## config.mk

```make
export PLATFORM = sky130hd
export DESIGN_NAME = cfg_crc_monitor
export DESIGN_NICKNAME = d
export VERILOG_FILES = /design/src/rtl/cfg_crc_monitor.sv
export SDC_FILE = /design/constraint.sdc
export NUM_CORES = 1
export LEC_CHECK = 0
export BUFFER_PORTS_ARGS = -buffer_cell sky130_fd_sc_hd__buf_4
export CORE_AREA = 2 2 219 221
export DETAILED_ROUTE_END_ITERATION = 12
export DIE_AREA = 0 0 221 223
export PLACE_DENSITY = 0.4
export RECOVER_POWER = 50
export REMOVE_ABC_BUFFERS = 1
export SYNTH_ARGS = -nofsm -noshare
export SYNTH_HDL_FRONTEND = slang
export SYNTH_SLANG_ARGS = --single-unit
```

## constraint.sdc

```tcl
create_clock -name clk -period 4.7 [get_ports clk]
set_input_delay 1.175 -clock clk [delete_from_list [all_inputs] [get_ports clk]]
set_output_delay 1.175 -clock clk [all_outputs]
set_load 0.01 [all_outputs]
```

## src/rtl/cfg_crc_monitor.sv

```systemverilog
// cfg_crc_monitor
// Sequential scrubber for the configuration image. One 16-bit word is folded
// into a 16-bit XOR accumulator per cycle, so a full pass over NWORDS words
// takes NWORDS cycles. Scans are started on request, after config writes,
// and periodically. A golden checksum can be locked on command, and later
// scans that disagree with it raise a sticky error flag.
// Optional build macro: CFG_CRC_IRQ_EN adds an irq output that pulses for one
// cycle on each rising edge of crc_err.
module cfg_crc_monitor #(
    parameter int NWORDS = 32,
    parameter int PER_W  = 16
) (
    input  logic                  clk,
    input  logic                  rst_n,
    input  logic [16*NWORDS-1:0]  cfg_data,
    input  logic                  cfg_wr,
    input  logic                  scan_req,
    input  logic                  lock_req,
    input  logic                  err_clr,
    input  logic [PER_W-1:0]      period,
    output logic                  busy,
    output logic                  done,
    output logic [15:0]           crc_out,
    output logic                  crc_valid,
    output logic [15:0]           golden,
    output logic                  golden_valid,
    output logic                  crc_err
`ifdef CFG_CRC_IRQ_EN
    ,
    output logic                  irq
`endif
);

    localparam int IDX_W = (NWORDS > 1) ? $clog2(NWORDS) : 1;
    localparam logic [IDX_W-1:0] LAST_IDX = IDX_W'(NWORDS - 1);

    typedef enum logic [1:0] {
        S_IDLE,
        S_SCAN,
        S_DONE
    } state_t;

    state_t             state_q, state_d;
    logic [IDX_W-1:0]   idx_q, idx_d;
    logic [15:0]        acc_q, acc_d;
    logic [PER_W-1:0]   timer_q, timer_d;
    logic               pend_q, pend_d;
    logic               lock_pend_q, lock_pend_d;
    logic [15:0]        crc_out_q, crc_out_d;
    logic               crc_valid_q, crc_valid_d;
    logic [15:0]        golden_q, golden_d;
    logic               golden_valid_q, golden_valid_d;
    logic               crc_err_q, crc_err_d;
    logic               err_set;
    logic               trigger;

    // Split the flat image into addressable 16-bit words.
    logic [15:0] words [NWORDS];
    genvar gi;
    generate
        for (gi = 0; gi < NWORDS; gi++) begin : g_word
            assign words[gi] = cfg_data[16*gi +: 16];
        end
    endgenerate

    logic [15:0] word_sel;
    assign word_sel = words[idx_q];

    // A pending request, a write, an explicit request or an expired timer all start a scan.
    assign trigger = scan_req | cfg_wr | pend_q |
                     ((period != '0) && (timer_q == '0));

    // Next-state, datapath and status-flag logic for the scan sequencer.
    always_comb begin
        state_d        = state_q;
        idx_d          = idx_q;
        acc_d          = acc_q;
        timer_d        = timer_q;
        pend_d         = pend_q;
        lock_pend_d    = lock_pend_q;
        crc_out_d      = crc_out_q;
        crc_valid_d    = crc_valid_q;
        golden_d       = golden_q;
        golden_valid_d = golden_valid_q;
        err_set        = 1'b0;
        busy           = 1'b0;
        done           = 1'b0;

        // Any write invalidates the last result, whatever the state.
        if (cfg_wr) begin
            crc_valid_d = 1'b0;
        end
        if (lock_req) begin
            lock_pend_d = 1'b1;
        end

        case (state_q)
            S_IDLE: begin
                if (timer_q != '0) begin
                    timer_d = timer_q - PER_W'(1);
                end
                if (trigger) begin
                    acc_d   = '0;
                    idx_d   = '0;
                    pend_d  = 1'b0;
                    state_d = S_SCAN;
                end
            end
            S_SCAN: begin
                busy = 1'b1;
                if (scan_req) begin
                    pend_d = 1'b1;
                end
                if (cfg_wr) begin
                    // Image changed under us: restart the pass from word 0.
                    acc_d = '0;
                    idx_d = '0;
                end else begin
                    acc_d = acc_q ^ word_sel;
                    idx_d = idx_q + IDX_W'(1);
                    if (idx_q == LAST_IDX) begin
                        crc_out_d   = acc_q ^ word_sel;
                        crc_valid_d = 1'b1;
                        state_d     = S_DONE;
                    end
                end
            end
            S_DONE: begin
                done    = 1'b1;
                timer_d = period;
                if (scan_req || cfg_wr) begin
                    pend_d = 1'b1;
                end
                if (lock_pend_q) begin
                    // A lock request seen in this cycle is kept for the next scan.
                    golden_d       = crc_out_q;
                    golden_valid_d = 1'b1;
                    lock_pend_d    = lock_req;
                end else if (golden_valid_q && (crc_out_q != golden_q)) begin
                    err_set = 1'b1;
                end
                state_d = S_IDLE;
            end
            default: begin
                state_d = S_IDLE;
            end
        endcase

        // A new mismatch outranks a simultaneous clear.
        if (err_set) begin
            crc_err_d = 1'b1;
        end else if (err_clr) begin
            crc_err_d = 1'b0;
        end else begin
            crc_err_d = crc_err_q;
        end
    end

    // State and result registers; reset discards any partial scan.
    always_ff @(posedge clk or negedge rst_n) begin
        if (!rst_n) begin
            state_q        <= S_IDLE;
            idx_q          <= '0;
            acc_q          <= '0;
            timer_q        <= '0;
            pend_q         <= 1'b0;
            lock_pend_q    <= 1'b0;
            crc_out_q      <= '0;
            crc_valid_q    <= 1'b0;
            golden_q       <= '0;
            golden_valid_q <= 1'b0;
            crc_err_q      <= 1'b0;
        end else begin
            state_q        <= state_d;
            idx_q          <= idx_d;
            acc_q          <= acc_d;
            timer_q        <= timer_d;
            pend_q         <= pend_d;
            lock_pend_q    <= lock_pend_d;
            crc_out_q      <= crc_out_d;
            crc_valid_q    <= crc_valid_d;
            golden_q       <= golden_d;
            golden_valid_q <= golden_valid_d;
            crc_err_q      <= crc_err_d;
        end
    end

    assign crc_out      = crc_out_q;
    assign crc_valid    = crc_valid_q;
    assign golden       = golden_q;
    assign golden_valid = golden_valid_q;
    assign crc_err      = crc_err_q;

`ifdef CFG_CRC_IRQ_EN
    logic irq_q, irq_d;
    assign irq_d = crc_err_d & ~crc_err_q;

    // One-cycle interrupt pulse aligned with crc_err rising.
    always_ff @(posedge clk or negedge rst_n) begin
        if (!rst_n) begin
            irq_q <= 1'b0;
        end else begin
            irq_q <= irq_d;
        end
    end

    assign irq = irq_q;
`endif

endmodule

```

# ---- Yosys cells after proc, flatten, opt, wreduce, memory -nomap -nowiden
# Index checks and enable logic that the tools add are counted.
dict set report op_classes {
  add_sub_neg 2
  order_cmp 1
  eq_ne 10
  muxes 33
  n_bitwise 6
  n_reduce_logical 17
}
# operator count
set ops {}
lappend ops {{16-bit binary-select mux with 5-bit select} 1}
lappend ops {{16-bit 2-to-1 mux} 5}
lappend ops {{16-bit one-hot mux with 2 select lines} 2}
lappend ops {{16-bit nonzero test} 2}
lappend ops {{1-bit 2-to-1 mux} 17}
lappend ops {{16-bit logical NOT} 1}
lappend ops {{16-bit != test} 1}
lappend ops {{16-bit by 1-bit subtractor with 16-bit output, second input constant} 1}
lappend ops {{16-bit XOR} 1}
lappend ops {{2-bit != test, second input constant} 6}
lappend ops {{5-bit 2-to-1 mux} 2}
lappend ops {{5-bit one-hot mux with 2 select lines} 1}
lappend ops {{6-bit greater-or-equal comparator, second input constant} 1}
lappend ops {{2-bit 2-to-1 mux} 3}
lappend ops {{5-bit inverter with 6-bit output} 1}
lappend ops {{2-bit AND reduction} 3}
lappend ops {{3-bit AND reduction} 2}
lappend ops {{2-bit nonzero test} 3}
lappend ops {{5-bit by 1-bit adder with 5-bit output, second input constant} 1}
lappend ops {{5-bit equality test, second input constant} 1}
lappend ops {{2-bit one-hot mux with 2 select lines} 1}
lappend ops {{4-bit AND reduction} 1}
lappend ops {{1-bit OR} 3}
lappend ops {{1-bit one-hot mux with 3 select lines} 1}
lappend ops {{7 further kinds} 8}
dict set report word_totals {
  regBits 76
  input_bits 534
  output_inout_bits 37
  elab_cells 80
}

# ---- Longest topological paths before layout
# Gate-level depths: netlist of run 1.
dict set report depth {
  ltp_word 7
  ltp_mapped 11
  ltp_nobuf 8
}

# ---- Worst setup path before layout of run 1
# Ideal clock, no wire load.
dict set report synth_timing {
  path_kind {input to register}
  from {input cfg_data[433]}
  to {register acc_q[1]}
  setup_time_ps 96
  arrival_time_ps 2570
  required_ps 4604
  slack_ps 2034
  stages 6
  n_path_buf 0
  cell_sequence {mux4_1 -> mux4_2 -> mux2i_4 -> and2_1 -> o21ai_0 -> o31ai_1}
}
dict set report synth_via {
  elab_chain_len 6
}
# element line
set synth_lines {}
lappend synth_lines {{from (decl)} 15} ;# input logic [16*NWORDS-1:0] cfg_data,
lappend synth_lines {{16-bit binary-select mux with 5-bit select} 67} ;# assign word_sel = words[idx_q];
lappend synth_lines {{16-bit 2-to-1 mux (implied by the code) (2 in series)} 67}
lappend synth_lines {{16-bit XOR} 119} ;# acc_d = acc_q ^ word_sel;
lappend synth_lines {{16-bit 2-to-1 mux} 114} ;# if (cfg_wr) begin
lappend synth_lines {{16-bit one-hot mux with 2 select lines} 97} ;# case (state_q)
lappend synth_lines {{to (signal assigned)} 164} ;# acc_q <= '0;
lappend synth_lines {{to (signal assigned)} 176} ;# acc_q <= acc_d;
lappend synth_lines {{to (decl)} 45} ;# logic [15:0] acc_q, acc_d;
# No other way between the ends. The select of a mux whose other input is x is not followed.
# A chain may end at the register's enable or synchronous reset.

# ---- Worst setup path in the final report of run 1
dict set report layout_timing {
  from {register state_q[0]}
  to {output done}
}
dict set report layout_via {
  elab_chain_len 2
}
# element line
set layout_lines {}
lappend layout_lines {{from (decl)} 43} ;# state_t state_q, state_d;
lappend layout_lines {{from (signal assigned)} 174} ;# state_q <= state_d;
lappend layout_lines {{2-bit equality test} 97}
lappend layout_lines {{1-bit 2-to-1 mux} 97}
lappend layout_lines {{to (decl)} 22} ;# output logic done,
# No other way between the ends.

==> results of run 1 <==
metal layers:
layer,wire length (µm),vias to the layer above
met3,2760,40
li1,-,4647
met2,23800,340
met5,13,-
met1,19300,4569
met4,971,2
cell type report:
class | instances | area (µm²)
inverter | 11 | 41.3
tap | 615 | 769
clock buffer | 11 | 243
multi-input combinational | 775 | 5990
timing repair buffer | 592 | 4420
clock inverter | 5 | 82.6
fill | 5129 | 33700
antenna | 8 | 20.0
sequential | 76 | 1910
worst max path at each step:
stage	endpoint	cells after the start	startpoint
final	done	4	state_q[0]
after global routing	golden[6]	5	state_q[0]
after CTS	acc_q[8]	6	idx_q[1]
after detailed placement	acc_q[8]	6	idx_q[1]
after global placement	acc_q[10]	8	period[3]
after floorplan	acc_q[1]	6	idx_q[2]
critical path, stage by stage (launching register included):
cell and delay (ns):
dfrtp_1 0.41, inv_1 0.09, ha_1 0.14, clkbuf_1 1.30
buf_4 0.31
flip-flops by register name, summed over array words and instances (netlist names):
signal and cells:
crc_valid 1, state_q 2, pend_q 1, golden_valid 1
idx_q 5, lock_pend_q 1, crc_out 16, acc_q 16
timer_q 16, golden 16, crc_err 1
cell usage after synthesis (all sizes together), types with 6 or more instances:
cell type  number
dfrtp          76
nor4           10
xnor2          28
mux4           20
clkbuf         28
nand3          55
mux2i         222
or2            12
a21oi          57
nor2           28
ha              7
o31ai          10
mux2           16
a22oi          78
nand2          80
o21ai          50
buf            52
nand4          17
nor2b           9
nor3            6
a31oi          26
inv            11
power by group:
group          switching (mW)  total (mW)  internal, mW
Clock                   0.295       0.777         0.482
Sequential              0.190       0.958         0.768
Combinational            1.18        2.25          1.07
cells by family after synthesis:
kind of cell    after synthesis  share of synthesized area, %
mux                         258                          35.1
compound gates              245                          18.8
simple gates                235                          13.8
buf+inv                      91                          5.19
flops                        76                          22.9
xor+xnor                     30                          3.17
fa+ha+maj                     7                          1.06
stage by stage:
stage	std cells	hold slack, ns	power [mW]	worst slack [ns]
after global placement	2069	0.483	3.23	1.28
after detailed placement	2069	0.489	3.25	1.31
after CTS	2085	0.500	4.05	1.31
after floorplan	862	0.461	2.41	-3.52
after global routing	2093	0.514	4.30	0.713
final	2093	0.500	3.98	0.917
==> flow_summary_export.csv, run 1 <==
group,metric,value,unit
floorplanning,num_rows,80,
clock_network,cts_resized,0,
clock_network,postCtsSetupBuffers,0,
synthesis,synth-seq-cells,76,
clock_network,cts-buffers-inserted,9,
setup_path,arrival,2.61,ns
floorplanning,boundaryPins,571,
sta,hold_viol_final,0,
setup_path,timing.rr.end,"golden[6]",
global_routing,overflow,0,
synthesis,synth_top_flop_cell,"dfrtp_1",
final_layout,nets,2006,
detailed_routing,drt_iter0_markers,512,
worst_hold_path,min_path_cells,1,
global_routing,track_usage,18.2,%
worst_hold_path,min_from,"acc_q[15]",
clock_network,h-tree-depth,3,
setup_path,endpoint_kind,"output port",
clock_network,clk_pin_slew_worst_paths,0.06,ns
setup_path,cp-start-kind,"flip-flop",
floorplanning,die_area,0.0493,mm²
sta,rsz0062_at_grt,"no",
placement,dpl.hpwl,38.9,mm
setup_path,crit_type,"flip-flop to output port",
placement,gp_congestion,0.894,
detailed_routing,first_pass_iters,5,
global_routing,grtUsageMet3,4.57,%
global_routing,antenna_found_initial,10,
power,vdd_ir_drop_max,0.160,mV
setup_path,required,3.52,ns
outcome,violations,"capacitance limit, slew limit",
floorplanning,coreArea,0.0471,mm²
synthesis,synth_cell_types,53,
sta,layout_min_cycle_time,3.78,ns
synthesis,synth_edf_count,0,
sta,period_share,80.5,%
sta,setup_viol,0,
detailed_routing,routed_wl,46.8,mm
detailed_routing,detail-route-antenna-nets,0,
sta,fin_skew,0.00998,ns
clock_network,ctsHoldBuffers,0,
sta,tightest_slew,1.83,ns
final_layout,layout_common_cells,"buf_4 (571), mux2i_1 (220), nand2_1 (80)",
power,p_leak,5.44,nW
detailed_routing,drc,0,
global_routing,met1_usage,21.8,%
placement,placed_area,0.0132,mm²
final_layout,area_growth,62.4,%
synthesis,yosys.area.top_type,"mux2i_1",
floorplanning,fp.dieH,223,µm
floorplanning,start_util,17.6,%
global_routing,grt_max_degree,56,
worst_hold_path,worstHoldEndpoint,"acc_q[15]",
setup_path,rrSetupSlack,1.01,ns
job,drv_cap,2,
synthesis,synth_area,0.00829,mm²
final_layout,final_common_cell,"buf_4",
final_layout,drive_gt1_share,42.9,%
worst_hold_path,hold_class,"flip-flop to flip-flop",
synthesis,synth_top_cell_area_share,26.6,%
clock_network,cts.sinks,76,
final_layout,fin_area,0.0135,mm²
detailed_routing,vias_per_cell,4.59,
outcome,status,"finished, violations left",
setup_path,reg2reg_from,"state_q[0]",
setup_path,critPathMaxFanout,44,
global_routing,grt_pass1_wl,66.9,mm
global_routing,busiest_layer,"met2",
synthesis,synthTopCellsByArea,"mux2i_1 (27%), dfrtp_1 (23%), a22oi_1 (7.1%), nand2_1 (3.6%), a21oi_1 (3.4%)",
global_routing,grtUsageMet2,31.6,%
clock_network,cts_buffer_depth,2,
detailed_routing,wl_per_cell,22.4,µm
sta,final.setup.tns,0,ns
clock_network,clk_latency,0.34,ns
final_layout,post-route-util,28.6,%
synthesis,synthArstFlopShare,100,%
clock_network,clockRootBuffer,"clkbuf_16",
global_routing,grt_pass1_vias,10112,
setup_path,ff2ff_path_depth,5,
synthesis,yosys_warnings,0,
power,p_per_area,296,mW/mm²
floorplanning,die_x,221,µm
synthesis,postSynthAreaPerCell,8.80,µm²
synthesis,seq_area_frac_synth,22.9,%
sta,max_freq,0.264,GHz
synthesis,synth_cells,942,
clock_network,cts_tree,"built",
placement,numPortBuffers,570,
sta,slew_violations,101,
detailed_routing,vias,9598,
sta,maxSlewHeadroom,-21.8,%
(Power assumes the default switching activity.)
==> inputs of run 2 (changes only) <==
CORE_AREA = 2 2 220 222   (was 2 2 219 221)
DIE_AREA = 0 0 222 224   (was 0 0 221 223)
clock period = 3.55 ns   (was 4.7 ns; I/O delays follow)
==> run 2 against run 1 <==
  * The run still ends with capacitance limit, slew limit left
  * Sequential power is 28% higher
  * Clock power is 33% higher
  * Sequential share of layout area down 0.063 points
==> flow_summary_export.csv, run 2 (synthesized netlist as in run 1, its figures left out) <==
group,metric,value,unit
sta,maxSlewHeadroom,-23.0,%
setup_path,rrSetupSlack,0.67,ns
floorplanning,num_rows,80,
final_layout,ff_latch_area,0.00191,mm²
setup_path,crit_type,"flip-flop to flip-flop",
final_layout,area_growth,63.1,%
setup_path,reg2reg_from,"idx_q[2]",
floorplanning,fp.dieH,224,µm
worst_hold_path,min_from,"acc_q[13]",
setup_path,cp-start-kind,"flip-flop",
sta,final.setup.tns,0,ns
detailed_routing,vias_per_cell,4.57,
clock_network,cts_buffer_depth,2,
final_layout,drive_gt1_share,43.1,%
detailed_routing,first_pass_iters,5,
final_layout,multi_input_area,0.00599,mm²
placement,placed_area,0.0133,mm²
power,p_leak,5.48,nW
global_routing,track_usage,18.9,%
detailed_routing,detail-route-antenna-nets,0,
placement,dpl.hpwl,40.9,mm
final_layout,fin_area,0.0135,mm²
clock_network,cts.sinks,76,
clock_network,cts_resized,0,
clock_network,cts_tree,"built",
setup_path,endpoint_kind,"flip-flop",
worst_hold_path,hold_class,"flip-flop to flip-flop",
detailed_routing,routed_wl,48.3,mm
sta,layout_min_cycle_time,2.88,ns
setup_path,critPathMaxFanout,42,
global_routing,grt_pass1_vias,10080,
placement,gp_congestion,0.884,
placement,numPortBuffers,570,
final_layout,layout_common_cells,"buf_4 (576), mux2i_1 (220), nand2_1 (80)",
power,vdd_ir_drop_max,0.249,mV
global_routing,overflow,0,
global_routing,grt_pass1_wl,68.3,mm
floorplanning,boundaryPins,571,
sta,fin_ws,0.668,ns
sta,max_freq,0.347,GHz
sta,tightest_slew,1.85,ns
final_layout,post-route-util,28.6,%
detailed_routing,wl_per_cell,23.0,µm
sta,period_share,81.2,%
clock_network,h-tree-depth,3,
floorplanning,start_util,17.5,%
final_layout,final_common_cell,"buf_4",
placement,dp_slack,0.699,ns
global_routing,grt_max_degree,49,
outcome,status,"finished, violations left",
sta,setup_viol,0,
sta,hold_viol_final,0,
final_layout,nFillCells,5129,
setup_path,arrival,3.16,ns
clock_network,cts-buffers-inserted,9,
sta,hold_slack,0.500,ns
setup_path,crit_start,"idx_q[2]",
job,drv_cap,1,
power,finalPower,5.28,mW
clock_network,clk_latency,0.36,ns
floorplanning,die_area,0.0497,mm²
clock_network,postCtsSetupBuffers,0,
placement,dp_cells,2075,
detailed_routing,drt_iter0_markers,516,
final_layout,nets,2012,
final_layout,final_cells,2100,
clock_network,ctsHoldBuffers,0,
floorplanning,coreArea,0.0473,mm²
sta,fin_skew,0.00555,ns
clock_network,clk_pin_slew_worst_paths,0.06,ns
power,p_per_area,390,mW/mm²
clock_network,clockRootBuffer,"clkbuf_16",
global_routing,antenna_found_initial,15,
detailed_routing,drc,0,
sta,rsz0062_at_grt,"no",
sta,slew_violations,38,
setup_path,required,3.83,ns
outcome,violations,"capacitance limit, slew limit",
detailed_routing,vias,9604,
floorplanning,die_x,222,µm
## run 2: changes by cell type in the layout (fill, tap and decap cells not counted), sizes merged
| cell | previous run | this run |
|---|---|---|
| clkinvlp | 0 | 2 |
| dlymetal6s4s | 0 | 1 |
| clkbuf | 29 | 27 |
| buf | 574 | 580 |
| diode | 8 | 9 |
| inv | 12 | 11 |
## run 2: power breakdown
group / internal, mW / switching, mW / leakage [nW] / total [mW]
Combinational: 1.41 / 1.61 / 4.37 / 3.03
Sequential: 1.02 / 0.212 / 0.961 / 1.23
Clock: 0.616 / 0.410 / 0.149 / 1.03
## run 2: worst max-delay path, stage by stage (launching register included)
cell and delay (ns):
dfrtp_4 0.90, buf_4 0.64, mux2i_1 0.26, a22oi_1 0.11, nand3_1 0.15, nand4_1 0.20
or2_1 0.26, a31oi_1 0.17
## run 2: path summary, 6_finish.rpt
check,endpoint,cells past startpoint
max in group asynchronous,crc_out[15],2
min in group asynchronous,golden[13],1
hold / removal,acc_q[13],1
hold reg to reg,acc_q[13],1
setup reg to reg,acc_q[9],7
setup / recovery,acc_q[9],7
## run 2: area by class of cell
class	instances	area share, %
Multi-Input combinational cell	775	44.3
Tap cell	615	5.69
Sequential cell	76	14.1
Clock inverter	6	0.657
Inverter	11	0.305
Timing Repair Buffer	598	33.1
Clock buffer	10	1.69
Antenna cell	9	0.166
## run 2: routing by layer
metal	global-route usage (%)	routed length, µm	vias up
met2	32.9	24100	322
li1	-	-	4685
met5	0	55	-
met1	22.6	20100	4533
met4	5.82	1100	8
met3	5.01	2960	56
